`src/rtl/sys_clk_ctrl.sv`:
```
// sys_clk_ctrl: clock/reset supervisor placed directly after the board PLL.
// Synchronises and filters PLL lock, releases per-channel resets in a fixed
// staggered order, generates per-channel clock-enable strobes, and counts
// lock-loss events. Any lock loss returns every channel to reset.
module sys_clk_ctrl #(
  parameter int NUM_CH      = 4,
  parameter int DIV_W       = 8,
  parameter int LOCK_CYCLES = 1024,
  parameter int STAGGER     = 16,
  parameter int CNT_W       = 8
) (
  input  logic                    clk,
  input  logic                    rst_n,
  input  logic                    pll_locked,
  input  logic [NUM_CH*DIV_W-1:0] div_cfg,
  input  logic                    lost_clr,
  output logic [NUM_CH-1:0]       rst_out_n,
  output logic [NUM_CH-1:0]       ce,
  output logic                    locked_out,
  output logic [CNT_W-1:0]        lost_cnt
);

  localparam int FILT_W = $clog2(LOCK_CYCLES + 1);
  localparam int STG_W  = (STAGGER > 1) ? $clog2(STAGGER) : 1;
  localparam int IDX_W  = (NUM_CH > 1) ? $clog2(NUM_CH) : 1;

  localparam logic [FILT_W-1:0] FILT_LAST = FILT_W'(LOCK_CYCLES - 1);
  localparam logic [STG_W-1:0]  STG_LAST  = STG_W'(STAGGER - 1);
  localparam logic [IDX_W-1:0]  IDX_LAST  = IDX_W'(NUM_CH - 1);
  localparam logic [CNT_W-1:0]  LOST_MAX  = {CNT_W{1'b1}};

  typedef enum logic [1:0] {
    WAIT_LOCK = 2'd0,
    RELEASE   = 2'd1,
    RUN       = 2'd2
  } state_e;

  // Saturating increment used by the lock-loss counter.
  function automatic logic [CNT_W-1:0] sat_inc(input logic [CNT_W-1:0] v);
    if (v == LOST_MAX) begin
      return v;
    end else begin
      return v + CNT_W'(1);
    end
  endfunction

  // Lock synchroniser and supervisor state
  logic               sync1_q, sync2_q;
  logic               locked_s;
  state_e             state_q;
  logic [FILT_W-1:0]  filt_q;
  logic [STG_W-1:0]   stg_q;
  logic [IDX_W-1:0]   idx_q;
  logic [NUM_CH-1:0]  rst_out_n_q, rst_out_n_d;
  logic               locked_out_q;
  logic [CNT_W-1:0]   lost_cnt_q;

  // Per-edge events derived from the current state
  logic               loss_s;
  logic [NUM_CH-1:0]  rel_vec_s;

  // Per-channel divider state
  logic [DIV_W-1:0]   cfg_s  [NUM_CH];
  logic [DIV_W-1:0]   div_q  [NUM_CH];
  logic [DIV_W-1:0]   div_d  [NUM_CH];
  logic [DIV_W-1:0]   cnt_q  [NUM_CH];
  logic [DIV_W-1:0]   cnt_d  [NUM_CH];
  logic [NUM_CH-1:0]  wrap_s;
  logic [NUM_CH-1:0]  ce_q, ce_d;

  assign locked_s = sync2_q;

  // Two-flop synchroniser; the only sampler of the asynchronous pll_locked.
  always_ff @(posedge clk) begin
    if (!rst_n) begin
      sync1_q <= 1'b0;
      sync2_q <= 1'b0;
    end else begin
      sync1_q <= pll_locked;
      sync2_q <= sync1_q;
    end
  end

  // Decode this edge's lock-loss and channel-release events and next resets.
  always_comb begin
    loss_s    = 1'b0;
    rel_vec_s = '0;
    case (state_q)
      WAIT_LOCK: begin
        if (locked_s && (filt_q == FILT_LAST)) begin
          rel_vec_s[0] = 1'b1;
        end else begin
          rel_vec_s = '0;
        end
      end
      RELEASE: begin
        if (!locked_s) begin
          loss_s = 1'b1;
        end else if (stg_q == STG_LAST) begin
          rel_vec_s[idx_q] = 1'b1;
        end else begin
          loss_s = 1'b0;
        end
      end
      RUN: begin
        if (!locked_s) begin
          loss_s = 1'b1;
        end else begin
          loss_s = 1'b0;
        end
      end
      default: begin
        loss_s    = 1'b0;
        rel_vec_s = '0;
      end
    endcase
    if (loss_s) begin
      rst_out_n_d = '0;
    end else begin
      rst_out_n_d = rst_out_n_q | rel_vec_s;
    end
  end

  // Supervisor FSM: lock filter, staggered release, lock-loss handling and counter.
  always_ff @(posedge clk) begin
    if (!rst_n) begin
      state_q      <= WAIT_LOCK;
      filt_q       <= '0;
      stg_q        <= '0;
      idx_q        <= '0;
      rst_out_n_q  <= '0;
      locked_out_q <= 1'b0;
      lost_cnt_q   <= '0;
    end else begin
      rst_out_n_q <= rst_out_n_d;
      case (state_q)
        WAIT_LOCK: begin
          if (!locked_s) begin
            filt_q <= '0;
          end else if (filt_q == FILT_LAST) begin
            filt_q <= '0;
            stg_q  <= '0;
            if (NUM_CH == 1) begin
              state_q      <= RUN;
              locked_out_q <= 1'b1;
            end else begin
              state_q <= RELEASE;
              idx_q   <= IDX_W'(1);
            end
          end else begin
            filt_q <= filt_q + FILT_W'(1);
          end
        end
        RELEASE: begin
          if (!locked_s) begin
            state_q      <= WAIT_LOCK;
            filt_q       <= '0;
            locked_out_q <= 1'b0;
          end else if (stg_q == STG_LAST) begin
            stg_q <= '0;
            if (idx_q == IDX_LAST) begin
              state_q      <= RUN;
              locked_out_q <= 1'b1;
            end else begin
              idx_q <= idx_q + IDX_W'(1);
            end
          end else begin
            stg_q <= stg_q + STG_W'(1);
          end
        end
        RUN: begin
          if (!locked_s) begin
            state_q      <= WAIT_LOCK;
            filt_q       <= '0;
            locked_out_q <= 1'b0;
          end else begin
            locked_out_q <= 1'b1;
          end
        end
        default: begin
          state_q      <= WAIT_LOCK;
          filt_q       <= '0;
          locked_out_q <= 1'b0;
        end
      endcase
      // A clear that coincides with a counted loss leaves exactly that one loss.
      if (loss_s) begin
        if (lost_clr) begin
          lost_cnt_q <= CNT_W'(1);
        end else begin
          lost_cnt_q <= sat_inc(lost_cnt_q);
        end
      end else if (lost_clr) begin
        lost_cnt_q <= '0;
      end else begin
        lost_cnt_q <= lost_cnt_q;
      end
    end
  end

  // Divider next state: hold in reset, (re)load divisor on release/wrap, else count.
  always_comb begin
    for (int k = 0; k < NUM_CH; k++) begin
      cfg_s[k]  = div_cfg[k*DIV_W +: DIV_W];
      wrap_s[k] = (div_q[k] <= DIV_W'(1)) || (cnt_q[k] == (div_q[k] - DIV_W'(1)));
      div_d[k]  = div_q[k];
      cnt_d[k]  = cnt_q[k];
      ce_d[k]   = 1'b0;
      if (!rst_out_n_d[k]) begin
        cnt_d[k] = '0;
        ce_d[k]  = 1'b0;
      end else if (!rst_out_n_q[k] || wrap_s[k]) begin
        // New period: strobe immediately only for a pass-through divisor.
        div_d[k] = cfg_s[k];
        cnt_d[k] = '0;
        ce_d[k]  = (cfg_s[k] <= DIV_W'(1));
      end else begin
        cnt_d[k] = cnt_q[k] + DIV_W'(1);
        ce_d[k]  = ((cnt_q[k] + DIV_W'(1)) == (div_q[k] - DIV_W'(1)));
      end
    end
  end

  // Divider registers and registered clock-enable strobes.
  always_ff @(posedge clk) begin
    if (!rst_n) begin
      for (int k = 0; k < NUM_CH; k++) begin
        div_q[k] <= '0;
        cnt_q[k] <= '0;
      end
      ce_q <= '0;
    end else begin
      for (int k = 0; k < NUM_CH; k++) begin
        div_q[k] <= div_d[k];
        cnt_q[k] <= cnt_d[k];
      end
      ce_q <= ce_d;
    end
  end

  assign rst_out_n  = rst_out_n_q;
  assign ce         = ce_q;
  assign locked_out = locked_out_q;
  assign lost_cnt   = lost_cnt_q;

endmodule

```
`config.mk`:
```
export PLATFORM = sky130hd
export DESIGN_NAME = sys_clk_ctrl
export DESIGN_NICKNAME = d
export VERILOG_FILES = /design/src/rtl/sys_clk_ctrl.sv
export SDC_FILE = /design/constraint.sdc
export NUM_CORES = 1
export LEC_CHECK = 0
export BUFFER_PORTS_ARGS = -buffer_cell sky130_fd_sc_hd__buf_2
export CAP_MARGIN = 20
export CORE_MARGIN = 1
export CORE_UTILIZATION = 50
export DETAILED_ROUTE_END_ITERATION = 8
export GPL_ROUTABILITY_DRIVEN = 0
export PLACE_DENSITY = 0.81
export SLEW_MARGIN = 40
export SYNTH_ARGS = -nofsm -noshare
export SYNTH_HDL_FRONTEND = slang
export SYNTH_SLANG_ARGS = --single-unit
```
`constraint.sdc`:
```
create_clock -name clk -period 3.45 [get_ports clk]
set_input_delay 0 -clock clk [delete_from_list [all_inputs] [get_ports clk]]
set_output_delay 0 -clock clk [all_outputs]
set_load 0.02 [all_outputs]
```
==> results.yml, run 1 <==
worst_hold_path:
  min_delay_path_depth: 4
  hp-class: "input pin to register"
final_layout:
  final_area_um2: 7116
  drive_above_1_share_pct: 11.89
  fin_cells: 963
  diodes: 0
  nets: 869
  area_growth_syn_to_layout_pct: 15.75
  num-fill-cells: 1046
timing:
  skew_ps: 4.347
  period_minus_slack_ps: 2943
  timing.fmax_mhz: 339.8
  tightestPinTransition_ps: 710.5
  finalMaxSlewViolations: 0
  tns_ps: 0
  grt_setup_unrepaired: "no"
  hold_viol_final: 0
  finalCritPeriodShare_pct: 85.31
  relSlewSlack_pct: 52.41
  setup_viol: 0
synthesis:
  synth_edf_count: 0
  synthCells: 752
  yosys-top-cells-count: "dfxtp_1 (102), nor2_1 (99), nand2_1 (73), xnor2_1 (68), xor2_1 (46)"
  synth-async-reset-ratio_pct: 0
  synth_cell_types: 60
  synth_most_common_cell: "dfxtp_1"
  avgSynthCellArea_um2: 8.174
  synthesis.nets: 810
  synthFlopType: "dfxtp_1"
  synth-seq-cells: 102
  syn_area_um2: 6147
  synth_area_leader_cell: "dfxtp_1"
  yosysSeqAreaShare_pct: 33.22
  ys_top_cells_by_area: "dfxtp_1 (33%), xnor2_1 (9.7%), xor2_1 (6.6%)"
  yosys.area.top_type_share_pct: 33.22
  yosys_warnings: 0
power:
  power_density_nw_per_um2: 341.4
  power_leakage_nw: 2.737
  ir_drop_v: 0.0003467
  total_power_mw: 2.429
clocking:
  clk_path_buf_depth: 2
  postCtsSetupBuffers: 0
  clk_pin_slew_ps: 60
  htree_num_levels: 3
  cts-root-buf: "clkbuf_16"
  clkSinkCount: 102
  cts_tree: "built"
  cts_inserted_buffers: 9
  post_cts_resize_count: 0
  clkLatencyLatePin_ps: 340
  holdBufCountCts: 30
global_route:
  antenna_found_initial: 0
  grt_max_degree: 97
  grt_pass1_vias: 4973
  grt_pass1_wl_um: 22760
  track_usage_pct: 21.82
  grt-ovfl-total: 0
detailed_routing:
  drt.antenna.violating_nets: 0
  vias: 5321
  firstDrtPassIters: 4
  routed_via_density: 5.525
  wire_per_inst_um: 13.65
  initialDrtViolationCount: 228
  wl_um: 13150
  drc_errors: 0
floorplan:
  dieHeight_um: 112.9
  rows: 40
  die_w_um: 112.9
  coreArea_um2: 12010
  initial_core_util_pct: 51.18
  ioPinCount: 53
  die-area_um2: 12740
flow_run:
  cap_violations: 0
placed_design:
  io_buffers: 52
  dp_cells: 917
  dp_hpwl_um: 9255
  placed_cell_area_um2: 6464
critical_path:
  path_max_fanout: 16
  cp-start-kind: "register"
  critPathRequiredTime_ps: 3690
  r2r_cells: 9
  cp-end-kind: "register"
  crit_arrival_ps: 3180
  critical_path_class: "register to register"
status:
  status: "finished clean"
power breakdown:
| part | total, mW | internal (mW) | switching [mW] | leakage, nW |
|---|---|---|---|---|
| logic | 0.0859 | 0.0444 | 0.0415 | 1.74 |
| clock network | 1.16 | 0.727 | 0.436 | 0.172 |
| registers | 1.18 | 1.18 | 0.00178 | 0.822 |
worst max-delay path, cell delays in order (launching register included):
cell and delay, ps:
dfxtp_1 380, inv_1 80, ha_1 350, or4b_2 610
a21oi_1 160, nor4_1 70, a31oi_1 360, or3_1 500
nor2_1 110, a31o_2 220
routing by layer:
metal	GRT usage, %	share of wire, %	up-vias
met3	3.642	2.9	18
met2	37.74	47	89
li1	-	-	2755
met4	7.018	1.6	0
met5	0	0	-
met1	27.76	48	2459
cell type report:
cell class / count / area [um2] / share of cell area [%]
clock buffers: 10 / 239.0 / 3.359
clock inverters: 6 / 108.9 / 1.530
inverters: 24 / 90.09 / 1.266
multi-input cells: 588 / 3857 / 54.21
flip-flops and latches: 102 / 2042 / 28.70
well taps: 147 / 183.9 / 2.585
repair buffers: 86 / 594.3 / 8.352
stage by stage:
| step | utilization [%] | hold WS (ps) | setup WS [ps] |
|---|---|---|---|
| 2_1_floorplan | - | 127.3 | 727.3 |
| 3_3_place_gp | 53.81 | 210.0 | 626.4 |
| 3_5_place_dp | 53.81 | 208.1 | 518.5 |
| 4_1_cts | 59.21 | 1.668 | 509.9 |
| 5_1_grt | 59.24 | 16.54 | 311.4 |
| 6_report | 59.24 | 9.458 | 506.7 |
final timing paths:
check	from	to	slack, ps
setup / recovery	div_q[2][0]	div_q[2][2]	510
hold / removal	div_cfg[19]	div_q[2][3]	9
setup reg to reg	div_q[2][0]	div_q[2][2]	510
hold reg to reg	sync1_q	locked_s	430
flip-flops by register name (all words and copies together), names as in the netlist:
register	cells
ce	4
locked_out	1
cnt_q	32
rst_out_n	4
locked_s	1
stg_q	4
filt_q	11
lost_cnt	8
idx_q	2
state_q	2
sync1_q	1
div_q	32
cell usage in the layout, fill, tap and decap left out, types with 3 or more instances in the layout:
cell           netlist  layout
xor2_1              46      46
nor2b_1              7       7
a21boi_0             8       8
nor4_1              15      15
nand4_1             24      24
ha_1                22      22
and3_1              15      15
xnor2_1             68      68
or2_2                3       3
nor3_1              18      18
dlygate4sd3_1        0      30
nor2_1              99      99
a31o_2              16      16
mux2i_1             13      13
or4_1                6       6
buf_2                5      52
nand2_1             73      73
or3_1               10      10
a31oi_1              5       5
o211ai_1            10      10
o21ai_0             11      11
bufinv_16            0       3
nor3b_1              6       6
buf_4                0       3
inv_1               24      24
a21o_1               4       4
nand2b_1             7       7
clkbuf_16            0       9
and4_1               4       4
a21oi_1             17      17
nand3_1             32      32
a41oi_1             10      10
dfxtp_1            102     102
o41ai_1              3       3
and2_1               7       7
cells by family after synthesis:
family,after synthesis,synth area share [%]
AND/OR/NAND/NOR,335,27.11
XOR/XNOR,116,16.98
AO/OA/AOI/OAI,102,12.07
flip-flops,102,33.22
buffers and inverters,62,4.030
adder cells (fa/ha/maj),22,4.478
multiplexers,13,2.117
Note: power is estimated with default switching activity, not from simulation.
==> run 2, diff against run 1 <==
Settings changed: CORE_ASPECT_RATIO set to 1.75.
==> run 2 against run 1 <==
Net effect:
- final cell count rose by 2.3%
- first-iteration DRC count fell by 26%
- sequential cell count did not move
- die area rose by 0.13%
- worst setup slack got worse by 18 ps
- register-to-register slack got worse by 20 ps
- wire length rose by 6.7%
- critical path type unchanged
- largest cell class unchanged
- largest power group unchanged
==> results.yml, run 2 (synthesis gave the netlist of run 1 again) <==
status:
  status: "finished clean"
critical_path:
  rr_endpoint: "div_q[2][0]"
  r2r_slack_ps: 490
  r2r_cells: 9
  critPathRequiredTime_ps: 3690
  cp_top_family: "simple AND/OR/NAND/NOR gates"
  crit_chain: "inv_1, ha_1, or4b_2, a21oi_1, nor4_1, a31oi_1, or3_1, nor2_1, a31o_2"
  path_buf_inv: 1
  slowest_delay_ps: 630
  worst_path_max_delay_cell: "or4b_2"
  reg2reg_from: "div_q[2][0]"
  crit_arrival_ps: 3200
  critical_path_class: "register to register"
  cp-start-kind: "register"
  cp-end-kind: "register"
  path_max_fanout: 16
final_layout:
  drive_above_1_share_pct: 11.83
  area_growth_syn_to_layout_pct: 15.98
  diodes: 0
  layout_common_cells: "dfxtp_1 (102), nor2_1 (99), nand2_1 (73), xnor2_1 (68), buf_2 (52)"
  num-fill-cells: 1053
  final_util_pct: 59.40
  final_common_cell: "dfxtp_1"
  nets: 873
  reg.largest.list: "cnt_q: 32 flops, div_q: 32 flops, filt_q: 11 flops"
timing:
  grt_setup_unrepaired: "no"
  finalCritPeriodShare_pct: 85.83
  period_minus_slack_ps: 2961
  setup_viol: 0
  tightestPinTransition_ps: 698.2
  tns_ps: 0
  finalMaxSlewViolations: 0
  skew_ps: 11.18
  relSlewSlack_pct: 53.36
  hold_viol_final: 0
  timing.fmax_mhz: 337.7
power:
  intPower_mw: 1.789
  power_leakage_nw: 2.720
  p_clk_share_pct: 44.9
  power_density_nw_per_um2: 323.0
  power_frac_seq_pct: 51.2
  comb_power_share_pct: 3.9
  ir_drop_v: 0.0001922
  swShare_pct: 22.29
  p_switching_uw: 513.3
flow_run:
  cap_violations: 0
worst_hold_path:
  min_delay_path_depth: 4
  hp-class: "input pin to register"
  hold_start: "div_cfg[11]"
  min_to: "div_q[1][3]"
clocking:
  cts_inserted_buffers: 9
  cts_tree: "built"
  clk_pin_slew_ps: 70
  clkLatencyLatePin_ps: 350
  htree_num_levels: 3
  clkSinkCount: 102
  clk_path_buf_depth: 2
  cts-root-buf: "clkbuf_16"
floorplan:
  rows: 53
  ioPinCount: 53
  die-area_um2: 12760
  dieHeight_um: 148.7
  initial_core_util_pct: 51.21
  die_w_um: 85.82
  coreArea_um2: 12000
detailed_routing:
  wl_um: 14030
  vias: 5455
  wire_per_inst_um: 14.25
  firstDrtPassIters: 5
  routed_via_density: 5.538
  drc_errors: 0
  drt.antenna.violating_nets: 0
  initialDrtViolationCount: 168
global_route:
  track_usage_pct: 22.90
  grt_pass1_wl_um: 23470
  antenna_found_initial: 0
  grt_pass1_vias: 5256
  grt-ovfl-total: 0
  grt_max_degree: 97
placed_design:
  io_buffers: 52
  dp_hpwl_um: 10210
-- run 2: timing repair --
| item | CTS | global route |
|---|---|---|
| hold endpoints to repair | 33 | 0 |
| hold buffers | 34 | 0 |
| setup buffers | 0 | 0 |
| resized for setup | 0 | 0 |
-- run 2: final cells by class --
type / instances / area, um2 / area share [%]
multi-input cells: 588 / 3857 / 54.11
clock buffers: 9 / 225.2 / 3.159
repair buffers: 90 / 634.4 / 8.898
flip-flops and latches: 102 / 2042 / 28.64
inverters: 24 / 90.09 / 1.264
clock inverters: 7 / 73.82 / 1.035
well taps: 165 / 206.4 / 2.896
-- run 2: worst min-delay path, cell delays in order --
cell and delay [ps]:
buf_2 100, nand2_1 50, nor2_1 80, a31o_2 100
-- run 2: power by group through the flow --
stage               logic (mW)  registers, mW  clock network, mW
finish                  0.0895           1.18               1.03
global route            0.0971           1.18               1.11
CTS                     0.0872           1.18               1.05
detailed placement      0.0601           1.21                  0
global placement        0.0599           1.21                  0
floorplan               0.0292           1.21                  0
-- run 2: worst max-delay path by stage --
stage	start	to	slack [ps]	cells after the start
after CTS	div_q[2][0]	div_q[2][5]	530	9
after global placement	div_q[2][0]	div_q[2][0]	630	9
after global routing	div_q[2][0]	div_q[2][1]	310	9
after detailed placement	div_q[2][0]	div_q[2][5]	550	9
final	div_q[2][0]	div_q[2][0]	490	9
after floorplan	div_q[2][0]	div_q[2][5]	730	12
-- run 2: through the flow --
step	total power [mW]	std cells	area [um2]	hold WS (ps)	setup WS, ps
floorplan	1.235	752	6147	127.3	727.3
global placement	1.267	935	6486	206.7	625.5
detailed placement	1.267	935	6486	210.9	554.0
CTS	2.315	985	7126	0.6271	533.2
global route	2.385	985	7129	20.40	309.9
finish	2.303	985	7129	5.239	488.7
-- run 2: metal layers --
| metal | wire [um] | track usage (%) | vias to the layer above |
|---|---|---|---|
| met5 | 0 | 0 | - |
| met4 | 604 | 13.00 | 0 |
| met3 | 403 | 3.663 | 42 |
| met2 | 7678 | 43.96 | 104 |
| met1 | 5347 | 22.70 | 2557 |
| li1 | - | - | 2752 |
